==> src/rtl/ubutterfly_decoder_if.sv <==
// Handshake and stream bundle between a stochastic butterfly stage and its unary-to-binary decoder.
// The master drives the streams and control; the decoder side (slave) returns the decoded results.
interface ubutterfly_decoder_if #(
    parameter int unsigned BITWIDTH = 8
);
    logic iClr;
    logic iStart;
    logic iEn;
    logic iReal0;
    logic iImg0;
    logic iReal1;
    logic iImg1;
    logic iReady;
    logic oValid;
    logic oBusy;
    logic signed [BITWIDTH:0] oReal0;
    logic signed [BITWIDTH:0] oImg0;
    logic signed [BITWIDTH:0] oReal1;
    logic signed [BITWIDTH:0] oImg1;

    modport master (
        output iClr, iStart, iEn, iReal0, iImg0, iReal1, iImg1, iReady,
        input  oValid, oBusy, oReal0, oImg0, oReal1, oImg1
    );

    modport slave (
        input  iClr, iStart, iEn, iReal0, iImg0, iReal1, iImg1, iReady,
        output oValid, oBusy, oReal0, oImg0, oReal1, oImg1
    );
endinterface

==> src/rtl/ubutterfly_decoder.sv <==
// Counts ones on four bipolar unary streams over 2^BITWIDTH enabled cycles and presents
// the signed results (count - L/2) through a valid/ready handshake.
module ubutterfly_decoder #(
    parameter int unsigned BITWIDTH = 8
) (
    input logic                   iClk,
    input logic                   iRst,
    ubutterfly_decoder_if.slave   bus
);

    localparam int unsigned NCH = 4;
    localparam logic [BITWIDTH-1:0] WIN_LAST = '1;
    localparam logic [BITWIDTH:0]   HALF     = {2'b01, {(BITWIDTH-1){1'b0}}};

    typedef enum logic [1:0] {
        IDLE,
        ACC,
        HOLD
    } state_t;

    state_t              state;
    state_t              stateNext;
    logic [BITWIDTH-1:0] winCnt;
    logic [BITWIDTH:0]   onesCnt [NCH];
    logic [BITWIDTH:0]   result  [NCH];
    logic [NCH-1:0]      streamBits;
    logic                lastSample;
    logic                enterAcc;

    assign streamBits = {bus.iImg1, bus.iReal1, bus.iImg0, bus.iReal0};
    assign lastSample = (state == ACC) && bus.iEn && (winCnt == WIN_LAST);
    assign enterAcc   = (state != ACC) && (stateNext == ACC);

    always_ff @(posedge iClk or posedge iRst) begin
        if (iRst) begin
            state <= IDLE;
        end else begin
            state <= stateNext;
        end
    end

    always_comb begin
        stateNext = state;
        if (bus.iClr) begin
            stateNext = IDLE;
        end else begin
            unique case (state)
                IDLE:    if (bus.iStart) stateNext = ACC;
                ACC:     if (lastSample) stateNext = HOLD;
                HOLD:    if (bus.iReady) stateNext = bus.iStart ? ACC : IDLE;
                default: stateNext = IDLE;
            endcase
        end
    end

    // The final sample of the window is folded into the result in the same cycle it arrives.
    always_ff @(posedge iClk or posedge iRst) begin
        if (iRst) begin
            winCnt <= '0;
            for (int unsigned i = 0; i < NCH; i++) begin
                onesCnt[i] <= '0;
                result[i]  <= '0;
            end
        end else if (bus.iClr) begin
            winCnt <= '0;
            for (int unsigned i = 0; i < NCH; i++) begin
                onesCnt[i] <= '0;
                result[i]  <= '0;
            end
        end else if (enterAcc) begin
            winCnt <= '0;
            for (int unsigned i = 0; i < NCH; i++) begin
                onesCnt[i] <= '0;
            end
        end else if ((state == ACC) && bus.iEn) begin
            if (!lastSample) begin
                winCnt <= winCnt + 1'b1;
            end
            for (int unsigned i = 0; i < NCH; i++) begin
                onesCnt[i] <= onesCnt[i] + {{BITWIDTH{1'b0}}, streamBits[i]};
                if (lastSample) begin
                    result[i] <= onesCnt[i] + {{BITWIDTH{1'b0}}, streamBits[i]} - HALF;
                end
            end
        end
    end

    assign bus.oValid = (state == HOLD);
    assign bus.oBusy  = (state == ACC);
    assign bus.oReal0 = $signed(result[0]);
    assign bus.oImg0  = $signed(result[1]);
    assign bus.oReal1 = $signed(result[2]);
    assign bus.oImg1  = $signed(result[3]);

endmodule

==> src/flat_wrapper.sv <==
// flat-port wrapper written by rule: the top's interface ports become plain ports
module ubutterfly_decoder_flat 
#(
    parameter int unsigned BITWIDTH = 8
)
  (iClk, iRst, bus_iClr, bus_iStart, bus_iEn, bus_iReal0, bus_iImg0, bus_iReal1, bus_iImg1, bus_iReady, bus_oValid, bus_oBusy, bus_oReal0, bus_oImg0, bus_oReal1, bus_oImg1);
  ubutterfly_decoder_if #(.BITWIDTH(BITWIDTH)) bus_i ();
  input logic iClk;
  input logic iRst;
  input wire logic [$bits(bus_i.iClr)-1:0] bus_iClr;
  input wire logic [$bits(bus_i.iStart)-1:0] bus_iStart;
  input wire logic [$bits(bus_i.iEn)-1:0] bus_iEn;
  input wire logic [$bits(bus_i.iReal0)-1:0] bus_iReal0;
  input wire logic [$bits(bus_i.iImg0)-1:0] bus_iImg0;
  input wire logic [$bits(bus_i.iReal1)-1:0] bus_iReal1;
  input wire logic [$bits(bus_i.iImg1)-1:0] bus_iImg1;
  input wire logic [$bits(bus_i.iReady)-1:0] bus_iReady;
  output wire logic [$bits(bus_i.oValid)-1:0] bus_oValid;
  output wire logic [$bits(bus_i.oBusy)-1:0] bus_oBusy;
  output wire logic [$bits(bus_i.oReal0)-1:0] bus_oReal0;
  output wire logic [$bits(bus_i.oImg0)-1:0] bus_oImg0;
  output wire logic [$bits(bus_i.oReal1)-1:0] bus_oReal1;
  output wire logic [$bits(bus_i.oImg1)-1:0] bus_oImg1;
  assign bus_i.iClr = bus_iClr;
  assign bus_i.iStart = bus_iStart;
  assign bus_i.iEn = bus_iEn;
  assign bus_i.iReal0 = bus_iReal0;
  assign bus_i.iImg0 = bus_iImg0;
  assign bus_i.iReal1 = bus_iReal1;
  assign bus_i.iImg1 = bus_iImg1;
  assign bus_i.iReady = bus_iReady;
  assign bus_oValid = bus_i.oValid;
  assign bus_oBusy = bus_i.oBusy;
  assign bus_oReal0 = bus_i.oReal0;
  assign bus_oImg0 = bus_i.oImg0;
  assign bus_oReal1 = bus_i.oReal1;
  assign bus_oImg1 = bus_i.oImg1;
  ubutterfly_decoder #(.BITWIDTH(BITWIDTH)) u_core (.iClk(iClk), .iRst(iRst), .bus(bus_i));
endmodule
==> config.mk <==
export PLATFORM = sky130hd
export DESIGN_NAME = ubutterfly_decoder_flat
export DESIGN_NICKNAME = d
export VERILOG_FILES = /design/src/rtl/ubutterfly_decoder_if.sv /design/src/rtl/ubutterfly_decoder.sv /design/src/flat_wrapper.sv
export SDC_FILE = /design/constraint.sdc
export NUM_CORES = 1
export LEC_CHECK = 0
export BUFFER_PORTS_ARGS = -buffer_cell sky130_fd_sc_hd__clkbuf_2
export CAP_MARGIN = 20
export CORE_ASPECT_RATIO = 1.75
export CORE_UTILIZATION = 25
export CTS_CLUSTER_SIZE = 28
export DETAILED_ROUTE_END_ITERATION = 8
export PLACE_DENSITY_LB_ADDON = 0.05
export SLEW_MARGIN = 5
export SYNTH_ARGS = -nofsm -noshare
export SYNTH_HDL_FRONTEND = slang
export SYNTH_SLANG_ARGS = --single-unit
==> constraint.sdc <==
create_clock -name iClk -period 3.7 [get_ports iClk]
set_input_delay 0.185 -clock iClk [delete_from_list [all_inputs] [get_ports iClk]]
set_output_delay 0.185 -clock iClk [all_outputs]
set_load 0.1 [all_outputs]
== Word level (Yosys, flattened, before mapping) ==
Cells that the tools add are included.
Widths: inputs -> output; s select.

* Register bits: 82
* Input port bits: 10
* Word-level logic and storage cells: 55

* Equality and inequality tests: 7
* $add $sub $neg: 9
* Reduce and logical (&&, ||, !) cells: 9
* Multiplexer cells: 20

{| class="wikitable"
|+ Operators with widths
! kind !! number
|-
| $mux 36 || 6
|-
| $add 9x1->9 || 4
|-
| $mux 9 || 4
|-
| $sub 9x8->9 const B || 4
|-
| $mux 8 || 4
|-
| $add 8x1->8 const B || 1
|-
| $eq 8x8->1 const B || 1
|-
| $mux 2 || 4
|-
| $pmux 2 s3 || 1
|-
| $eq 2x1->1 const B || 2
|-
| $reduce_bool 2->1 || 2
|-
| $logic_and 1x1->1 || 3
|-
| $ne 3x3->1 const B || 1
|-
| $reduce_and 3->1 || 1
|-
| $reduce_bool 3->1 || 1
|-
| $eq 2x2->1 const B || 1
|-
| $logic_not 2->1 || 1
|-
| $ne 2x1->1 const B || 1
|-
| $ne 2x2->1 const B || 1
|-
| $reduce_and 2->1 || 1
|-
| $mux 1 || 1
|}

== Longest topological paths before layout ==
Gate-level depths: netlist (run 1).

* Depth after elaboration: 10
* Depth in mapped cells: 8
* Depth with buffers taken out: 7

== Least setup slack after synthesis (run 1) ==
OpenSTA, ideal clock, no wires.

* Path kind: register to register
* Start: register u_core.state[0]
* End: register u_core.state[0]
* Clock period less this slack: 2167 ps
* Data arrival time: 2088 ps
* Required time: 3621 ps
* Stages on the path, launching flop included: 4
* Slack: 1533 ps
* Cell sequence: dfrtp_1 nor2b_1 nand2_1 a21oi_1

* Word-level cells in the longest chain between the ends: 6
* Elaborated cells between the ends (all ways): 10
* Classes of those cells: 2 x eq/ne; 5 x mux; 3 x reduce/logical

{| class="wikitable"
|+ RTL lines
! item !! line !! source
|-
| from (decl) || ubutterfly_decoder.sv:21 || <nowiki>state_t state;</nowiki>
|-
| from (signal assigned) || ubutterfly_decoder.sv:38 || <nowiki>state <= stateNext;</nowiki>
|-
| $eq 2x1->1 * || -- ||
|-
| named net bus_oBusy || flat_wrapper.sv:19 || <nowiki>output wire logic [$bits(bus_i.oBusy)-1:0] bus_oBusy;</nowiki>
|-
| $logic_and 1x1->1 (2 in a row) || ubutterfly_decoder.sv:31 || <nowiki>assign lastSample = (state == ACC) && bus.iEn && (winCnt == WIN_LAST);</nowiki>
|-
| $mux 2 || ubutterfly_decoder.sv:49 || <nowiki>ACC: if (lastSample) stateNext = HOLD;</nowiki>
|-
| $pmux 2 s3 * || ubutterfly_decoder.sv:47 || <nowiki>unique case (state)</nowiki>
|-
| $mux 2 * || ubutterfly_decoder.sv:44 || <nowiki>if (bus.iClr) begin</nowiki>
|-
| named net u_core.stateNext[0] || ubutterfly_decoder.sv:22 || <nowiki>state_t stateNext;</nowiki>
|}

Mark *: on every way through the listed nets, which the timed path passes. The rest lies on a longest branch.
A chain may end at the register's enable or synchronous reset.

== Final worst setup path (run 1) ==
* Start: register u_core.onesCnt[0] (netlist name)
* End: register u_core.result, in the netlist u_core.bus.oImg1[8]

* Word-level cells in the longest chain between the ends: 6

{| class="wikitable"
|+ RTL lines
! item !! line !! source
|-
| from (decl) || ubutterfly_decoder.sv:24 || <nowiki>logic [BITWIDTH:0] onesCnt [NCH];</nowiki>
|-
| from (signal, indexed assignment) || ubutterfly_decoder.sv:80 || <nowiki>onesCnt[i] <= onesCnt[i] + {{BITWIDTH{1'b0}}, streamBits[i]};</nowiki>
|-
| $add 9x1->9 || ubutterfly_decoder.sv:82 || <nowiki>result[i] <= onesCnt[i] + {{BITWIDTH{1'b0}}, streamBits[i]} - HALF;</nowiki>
|-
| $sub 9x8->9 || ubutterfly_decoder.sv:82 ||
|-
| $mux 9 || ubutterfly_decoder.sv:81 || <nowiki>if (lastSample) begin</nowiki>
|-
| $mux 36 || ubutterfly_decoder.sv:75 || <nowiki>end else if ((state == ACC) && bus.iEn) begin</nowiki>
|-
| $mux 36 || ubutterfly_decoder.sv:70 || <nowiki>end else if (enterAcc) begin</nowiki>
|-
| $mux 36 || ubutterfly_decoder.sv:64 || <nowiki>end else if (bus.iClr) begin</nowiki>
|-
| to (signal, indexed assignment) || ubutterfly_decoder.sv:82 ||
|-
| to (decl) || ubutterfly_decoder.sv:25 || <nowiki>logic [BITWIDTH:0] result [NCH];</nowiki>
|}

No other way between the ends. The select of a mux whose other input is x is not followed.

==> impl_metrics.csv, run 1 <==
group,metric,value,unit
cts,cts_tree,"yes",
timing,clock_skew,11.0,ps
cts,cts_setup_buffers,0,
synthesis,synth_cell_type_count,47,
cts,clkTransAtPathRegs,60,ps
timing,setup_viol,0,
timing,min_period_over_period,0.566,
min_path,hold_depth,3,
finish,fillers,1776,
grt,grt_max_degree,55,
synthesis,synthTopCellsByArea,"dfrtp_1 49%, nor2_1 7.1%, xnor2_1 6.5%, xor2_1 5.2%, nand2_1 4.7%",
timing,hold_viol,0,
synthesis,ys_seq_elements,82,
grt,grt_pass1_vias,3341,
power,leakagePower,2.03,nW
drt,post_drt_via_cell_ratio,4.48,
synthesis,synth_top_area_frac,0.490,
synthesis,synth_ff_type,"dfrtp_1",
min_path,hold_end,"u_core.state[1]",
drt,drtIter0Drc,76,
finish,ff_latch_area,2050,um^2
floorplanning,start_util,0.256,
outcome,outcome,"completed",
setup_path,reg2regPathDepth,7,
setup_path,critPathKind,"flip-flop to flip-flop",
power,vdd_drop_max,220,uV
synthesis,yosys.area.top_type,"dfrtp_1",
placement,io_buffers,47,
cts,clk_latency,340,ps
setup_path,critPathMaxFanout,6,
finish,antennaDiodeCount,0,
synthesis,syn_area,4190,um^2
synthesis,ys_warn_count,0,
floorplanning,die_area,17300,um^2
placement,dp_cells,690,
synthesis,synthArstFlopShare,1.00,
drt,num_vias,3169,
grt,grt_pass1_wl,18100,um
timing,slew_viol_final,0,
floorplanning,die_h,173,um
timing,setup_slack,1610,ps
finish,syn_to_final_growth,17.6,%
drt,firstDrtPassIters,4,
finish,multi_input_area,1970,um^2
cts,h-tree-depth,3,
setup_path,r2r_setup_slack,1610,ps
setup_path,required,3920,ps
finish,fin_cells,707,
timing,fmax,478,MHz
floorplanning,fp-row-count,62,
finish,drive_gt1_frac,0.166,
power,cellPowerDensity,380,nW/um^2
setup_path,r2r-start,"u_core.onesCnt[0]",
cts,clock-sinks,82,
grt,grt_overflow_total,0,
setup_path,crit_path_start_kind,"flip-flop",
drt,drcViolationCount,0,
synthesis,syn_area_per_cell,9.50,um^2
min_path,hold_class,"input pin to flip-flop",
grt,track_usage,0.137,
floorplanning,die_w,99.9,um
floorplanning,core-area,16400,um^2
timing,tightest_slew,578,ps
drt,ant_nets,0,
finish,fin_util,0.301,
synthesis,syn_inst,441,
drt,wl_per_cell,15.3,um
cts,cts_made_buffers,9,
setup_path,worst_ep_arrival_time,2310,ps
job,maxCapViolCount,0,
cts,cts_resized,0,
cts,cts-root-buf,"clkbuf_16",
setup_path,r2r-end,"u_core.bus.oImg1[8]",
timing,rsz0062_at_grt,"no",
placement,dp_hpwl,6960,um
placement,place_ws,1360,ps
timing,slew_headroom,0.615,
timing,period_needed,2090,ps
grt,grt_antenna_before_repair,0,
placement,globalplace.congestion,0.721,
min_path,hp-start,"bus_iReady",
synthesis,synth_edf_count,0,
floorplanning,ios,48,
cts,cts_buffer_depth,2,
timing,tns,0,ps
synthesis,synth_nets,460,
cts,ctsHoldBuffers,0,
setup_path,end_kind,"flip-flop",
finish,num-nets-final,499,
synthesis,ys_seq_area_frac,0.490,
drt,wl,10900,um
## state kept, by name (all words and copies together), names as in the netlist
| signal | flops |
|---|---|
| u_core.bus.oReal0 | 9 |
| u_core.onesCnt | 36 |
| u_core.winCnt | 8 |
| u_core.bus.oImg1 | 9 |
| u_core.state | 2 |
| u_core.bus.oImg0 | 9 |
| u_core.bus.oReal1 | 9 |
## how the worst max path moves through the flow
stage | startpoint | end | slack [ps] | cells past startpoint
2_1_floorplan | iRst | u_core.bus.oImg0[0] | 1410 | 1
3_3_place_gp | u_core.state[1] | u_core.bus.oImg0[8] | 1380 | 5
3_5_place_dp | u_core.state[1] | u_core.bus.oImg0[8] | 1360 | 5
4_1_cts | u_core.state[1] | u_core.bus.oImg0[8] | 1350 | 5
5_1_grt | u_core.state[1] | u_core.winCnt[6] | 1430 | 5
6_report | u_core.onesCnt[0] | u_core.bus.oImg1[8] | 1610 | 7
## cell usage in the layout (no fill, tap or decap), types with 3 or more instances in the layout
| master | instances |
|---|---|
| xor2_1 | 25 |
| clkbuf_2 | 47 |
| nand3_1 | 19 |
| clkinv_2 | 4 |
| nand2_1 | 53 |
| a22oi_1 | 7 |
| a21oi_1 | 20 |
| buf_4 | 5 |
| or3_1 | 3 |
| a211oi_1 | 20 |
| ha_1 | 9 |
| xnor2_1 | 31 |
| nand4_1 | 10 |
| nor2_1 | 79 |
| nor3_1 | 10 |
| and3_1 | 5 |
| clkbuf_16 | 9 |
| dfrtp_1 | 82 |
| o21ai_0 | 3 |
## cells by family (layout without fill, tap and decap cells)
logic type	count (synthesis)	count (layout)	share of synthesized area
simple gates	195	195	0.214
flops	82	82	0.490
buf+inv	31	73	0.0397
fa+ha+maj	9	9	0.0269
compound gates	65	65	0.105
mux	3	3	0.00746
xor+xnor	56	56	0.117
## critical path: stages (launching register included)
cell and delay [ps]:
dfrtp_1 380, ha_1 210, ha_1 270, a21bo_2 240
mux2_2 250, o22ai_1 250, nor4b_1 90, a211o_1 290
## stage by stage
stage / total power, mW / hold WS [ps] / cell area (um^2)
floorplan: 0.978 / 357 / 4190
global placement: 1.01 / 420 / 4590
detailed placement: 1.01 / 429 / 4590
CTS: 1.92 / 54.7 / 4870
global route: 1.95 / 166 / 4930
finish: 1.87 / 145 / 4930
## synthesized netlist by cell type, types with 6 or more instances
cell	n
buf_2	13
nor3_1	10
nand4_1	10
a21oi_1	20
a211oi_1	20
nand2_1	53
nor2_1	79
ha_1	9
nand3_1	19
dfrtp_1	82
a22oi_1	7
xor2_1	25
and3_1	6
xnor2_1	31
clkbuf_1	8
## layout make-up
type,count,area share
inverters,4,0.00330
flip-flops and latches,82,0.417
repair buffers,55,0.0671
clock inverters,4,0.00914
clock buffers,10,0.0465
well taps,224,0.0569
multi-input cells,328,0.401
## metal layers
layer / up-vias / global-route usage / share of wire
met4: 0 / 0.0441 / 0.012
met5: - / 0 / 0
met1: 1533 / 0.172 / 0.46
li1: 1582 / - / -
met3: 9 / 0.0234 / 0.029
met2: 45 / 0.237 / 0.50
## power by group
part	total, mW	switching (mW)	internal (mW)
Clock	0.876	0.363	0.512
Sequential	0.903	0.00299	0.900
Combinational	0.0952	0.0734	0.0218
Total	1.87	0.440	1.43
Note: power is estimated with default switching activity, not from simulation.
==> run 2: changes to the inputs <==
Clock period 3.7 ns to 1.95 ns, I/O delays scaled along.
==> impl_metrics.csv, run 2 (synthesized netlist as in run 1, its figures left out) <==
group,metric,value,unit
drt,firstDrtPassIters,4,
timing,holdWs,67.8,ps
timing,slew_viol_final,0,
floorplanning,fp-row-count,62,
grt,grt_pass1_vias,3456,
setup_path,end_kind,"flip-flop",
finish,syn_to_final_growth,22.0,%
setup_path,crit_path_start_kind,"flip-flop",
timing,tightest_slew,579,ps
placement,dp_hpwl,7770,um
finish,regMostFlops,"u_core.onesCnt",
cts,cts_made_buffers,9,
setup_path,cp_top_family,"compound AO/OA/AOI/OAI gates",
cts,cts_setup_buffers,0,
setup_path,critPathKind,"flip-flop to flip-flop",
drt,ant_nets,0,
floorplanning,start_util,0.256,
drt,drcViolationCount,0,
finish,fillers,1758,
outcome,outcome,"completed",
timing,setup_slack,98.1,ps
placement,globalplace.congestion,0.735,
cts,clk_latency,330,ps
timing,clock_skew,9.15,ps
setup_path,max_stage_delay,380,ps
power,seq_power_share,0.458,
setup_path,critPathMaxFanout,3,
finish,antennaDiodeCount,0,
drt,num_vias,3280,
floorplanning,core-area,16400,um^2
grt,grt_antenna_before_repair,0,
power,p_int,2.88,mW
min_path,hold_class,"input pin to flip-flop",
finish,largest_reg_flops,36,
cts,cts_tree,"yes",
setup_path,crit_buf_inv,0,
drt,wl,11000,um
power,p_switching,0.863,mW
cts,cts-root-buf,"clkbuf_16",
setup_path,required,2170,ps
setup_path,crit_path_top_delay_cell,"dfrtp_1",
finish,drive_gt1_frac,0.202,
grt,grt_overflow_total,0,
power,swShare,0.231,
finish,layout_commonest_cell,"dfrtp_1",
placement,dp_cells,707,
finish,final_cell_mix,"82 x dfrtp_1, 79 x nor2_1, 53 x nand2_1",
finish,fin_cells,723,
floorplanning,ios,48,
power,cellPowerDensity,732,nW/um^2
drt,wl_per_cell,15.2,um
timing,fmax,540,MHz
grt,track_usage,0.136,
cts,clkTransAtPathRegs,70,ps
floorplanning,die_area,17300,um^2
floorplanning,die_w,99.9,um
timing,period_needed,1850,ps
setup_path,crit_top_cell,"ha_1",
power,leakagePower,2.12,nW
power,power_frac_comb,0.053,
finish,num-nets-final,514,
placement,io_buffers,47,
power,clkPwrFrac,0.489,
timing,rsz0062_at_grt,"no",
drt,met3_length,295,um
drt,wl_met1,4830,um
drt,drtIter0Drc,115,
timing,min_period_over_period,0.950,
timing,slew_headroom,0.616,
drt,highest_layer,"met4",
floorplanning,die_h,173,um
setup_path,crit_path_cell_trace,"ha_1 > ha_1 > a21bo_2 > mux2_2 > o22ai_2 > nor4b_1 > a211o_1",
job,maxCapViolCount,0,
power,vdd_drop_max,432,uV
setup_path,worst_ep_arrival_time,2080,ps
drt,post_drt_via_cell_ratio,4.54,
drt,met2WireLength,5740,um
cts,h-tree-depth,3,
timing,hold_viol,0,
cts,clock-sinks,82,
grt,grt_max_degree,30,
power,p_total,3.74,mW
timing,tns,0,ps
grt,grt_pass1_wl,18100,um
placement,place_ws,39.0,ps
timing,setup_viol,0,
cts,cts_buffer_depth,2,
-- run 2: area by class of cell --
class / count / area (um^2) / area share
Sequential cell: 82 / 2050 / 0.401
Multi-Input combinational cell: 328 / 1990 / 0.389
Timing Repair Buffer: 70 / 460 / 0.0901
Tap cell: 224 / 280 / 0.0548
Clock buffer: 10 / 229 / 0.0448
Clock inverter: 5 / 80.1 / 0.0157
Inverter: 4 / 18.8 / 0.00367
-- run 2: power groups by stage --
stage          combinational (mW)  sequential, mW  clock, mW
3_3_place_gp                0.205            1.74          0
6_report                    0.199            1.71       1.83
5_1_grt                     0.222            1.71       1.94
3_5_place_dp                0.206            1.74          0
2_1_floorplan               0.114            1.74          0
4_1_cts                     0.207            1.71       1.88
-- run 2: final timing paths --
kind,startpoint,to,slack (ps),cells after the start
worst max-delay path,u_core.onesCnt[0],u_core.bus.oImg1[8],100,7
worst min register to register,u_core.bus.oImg1[7],u_core.bus.oImg1[7],530,2
worst max register to register,u_core.onesCnt[0],u_core.bus.oImg1[8],100,7
min in group asynchronous,iRst,u_core.onesCnt[23],340,3
worst min-delay path,bus_iReady,u_core.state[1],70,3
max in group asynchronous,iRst,u_core.winCnt[5],980,4
-- run 2: what timing repair did --
item,4_1_cts,5_1_grt
hold buffers,1,0
endpoints found under the setup margin,0,6
resized for setup,0,5
endpoints found under the hold margin,18,0
-- run 2: tightest hold or removal path, stage by stage --
cell	delay (ps)
clkbuf_2	90
or3_1	100
a21oi_1	60
-- run 2: stage by stage --
step | cell area (um^2) | utilization
after global routing | 5110 | 0.312
after floorplan | 4200 | -
after CTS | 5100 | 0.311
after global placement | 4780 | 0.292
after detailed placement | 4780 | 0.292
final | 5110 | 0.312
-- run 2: per-layer routing --
metal / GRT usage / vias up
met3: 0.0234 / 5
met4: 0.0460 / 0
met5: 0 / -
met2: 0.241 / 44
met1: 0.163 / 1618
li1: - / 1613
==> run 3: changes to the inputs <==
Settings changed: CTS_BUF_LIST set to sky130_fd_sc_hd__clkbuf_8.
==> impl_metrics.csv, run 3 (synthesized netlist as in run 1, its figures left out) <==
group,metric,value,unit
finish,ff_latch_area,2050,um^2
placement,place_ws,39.0,ps
timing,setup_viol,0,
drt,ant_nets,0,
finish,num-nets-final,514,
placement,io_buffers,47,
floorplanning,core-area,16400,um^2
floorplanning,ios,48,
finish,antennaDiodeCount,0,
finish,fillers,1769,
timing,rsz0062_at_grt,"no",
drt,drcViolationCount,0,
setup_path,critPathMaxFanout,3,
outcome,outcome,"completed",
placement,postPlaceCellArea,4780,um^2
setup_path,crit_path_start_kind,"flip-flop",
grt,grt_pass1_vias,3445,
drt,wl_per_cell,15.1,um
setup_path,cp_top_family,"compound AO/OA/AOI/OAI gates",
timing,period_needed,1850,ps
drt,wl,10900,um
placement,globalplace.congestion,0.735,
floorplanning,start_util,0.256,
setup_path,crit_top_cell,"ha_1",
timing,hold_viol,0,
drt,num_vias,3291,
cts,clk_latency,350,ps
finish,syn_to_final_growth,19.6,%
finish,multi_input_area,1990,um^2
finish,final_cell_area,5010,um^2
finish,regMostFlops,"u_core.onesCnt",
cts,h-tree-depth,3,
grt,track_usage,0.136,
finish,fin_util,0.306,
setup_path,crit_path_top_delay_cell,"dfrtp_1",
floorplanning,die_w,99.9,um
cts,clock-sinks,82,
drt,firstDrtPassIters,4,
grt,grt_antenna_before_repair,0,
timing,min_period_over_period,0.950,
floorplanning,fp-row-count,62,
floorplanning,die_h,173,um
setup_path,end_kind,"flip-flop",
setup_path,r2r-start,"u_core.onesCnt[0]",
grt,grt_pass1_wl,18100,um
power,cellPowerDensity,653,nW/um^2
drt,drtIter0Drc,121,
drt,post_drt_via_cell_ratio,4.55,
cts,cts_made_buffers,9,
timing,holdWs,48.5,ps
setup_path,required,2200,ps
finish,layout_commonest_cell,"dfrtp_1",
floorplanning,die_area,17300,um^2
finish,final_cell_mix,"82 x dfrtp_1, 79 x nor2_1, 53 x nand2_1",
setup_path,worst_ep_arrival_time,2100,ps
min_path,hp-start,"bus_iReady",
timing,slew_viol_final,0,
cts,cts_tree,"yes",
power,leakagePower,2.07,nW
setup_path,max_stage_delay,390,ps
cts,cts_setup_buffers,0,
setup_path,crit_path_start,"u_core.onesCnt[0]",
setup_path,crit_path_cell_trace,"ha_1 > ha_1 > a21bo_2 > mux2_2 > o22ai_2 > nor4b_1 > a211o_1",
cts,cts_buffer_depth,2,
timing,fmax,540,MHz
timing,tightest_slew,573,ps
power,vdd_drop_max,351,uV
timing,tns,0,ps
placement,dp_hpwl,7770,um
timing,clock_skew,13.5,ps
grt,grt_overflow_total,0,
setup_path,critPathKind,"flip-flop to flip-flop",
grt,grt_max_degree,30,
min_path,hold_class,"input pin to flip-flop",
cts,clkTransAtPathRegs,90,ps
timing,setup_slack,98.2,ps
finish,drive_gt1_frac,0.204,
finish,largest_reg_flops,36,
setup_path,crit_buf_inv,0,
timing,slew_headroom,0.620,
cts,cts-root-buf,"clkbuf_8",
job,maxCapViolCount,0,
## run 3: changes by cell type in the layout (fill, tap and decap cells not counted), sizes merged
cell	before	now
clkbuf	57	56
inv	2	3
## run 3: cell type report
cell class	count	area share
Inverter	4	0.00374
Tap cell	224	0.0559
Timing Repair Buffer	70	0.0919
Clock inverter	6	0.0167
Clock buffer	9	0.0247
Multi-Input combinational cell	328	0.398
Sequential cell	82	0.409
## run 3: report_power, final
group	switching [mW]	internal (mW)	leakage, nW
sequential	0.00627	1.70	1.14
clock	0.655	0.709	0.103
combinational	0.144	0.0549	0.825
## run 3: repair_timing
action                                 4_1_cts  5_1_grt
hold buffers                                 1        0
setup endpoints to repair                    0        6
resized for setup                            0        6
endpoints found under the hold margin       18        0
## run 3: worst paths after layout
path,end,slack [ps],depth (start not counted)
max in group asynchronous,u_core.winCnt[5],1000,4
min reg2reg,u_core.bus.oImg1[7],530,2
max reg2reg,u_core.bus.oImg1[8],100,7
min in group asynchronous,u_core.onesCnt[23],310,3
min,u_core.state[1],50,3
max,u_core.bus.oImg1[8],100,7
## run 3: tightest hold or removal path: cells and delay by family
| family | cells | cell delay [ps] |
|---|---|---|
| AOI/OAI and AO/OA | 1 | 60 |
| buffers and inverters | 1 | 90 |
| and+or+nand+nor | 1 | 100 |
## run 3: through the flow
step | power [mW] | std cells
floorplan | 1.86 | 441
global placement | 1.95 | 707
detailed placement | 1.95 | 707
CTS | 3.34 | 723
global route | 3.42 | 723
finish | 3.27 | 723
## run 3: per-layer routing
metal  part of all wire  up-vias  wire length (um)  track usage
met5                  0        -                 0            0
met4              0.012        0               127       0.0460
met1               0.45     1634              4890        0.164
li1                   -     1611                 -            -
met3              0.023        6               254       0.0198
met2               0.52       40              5680        0.243
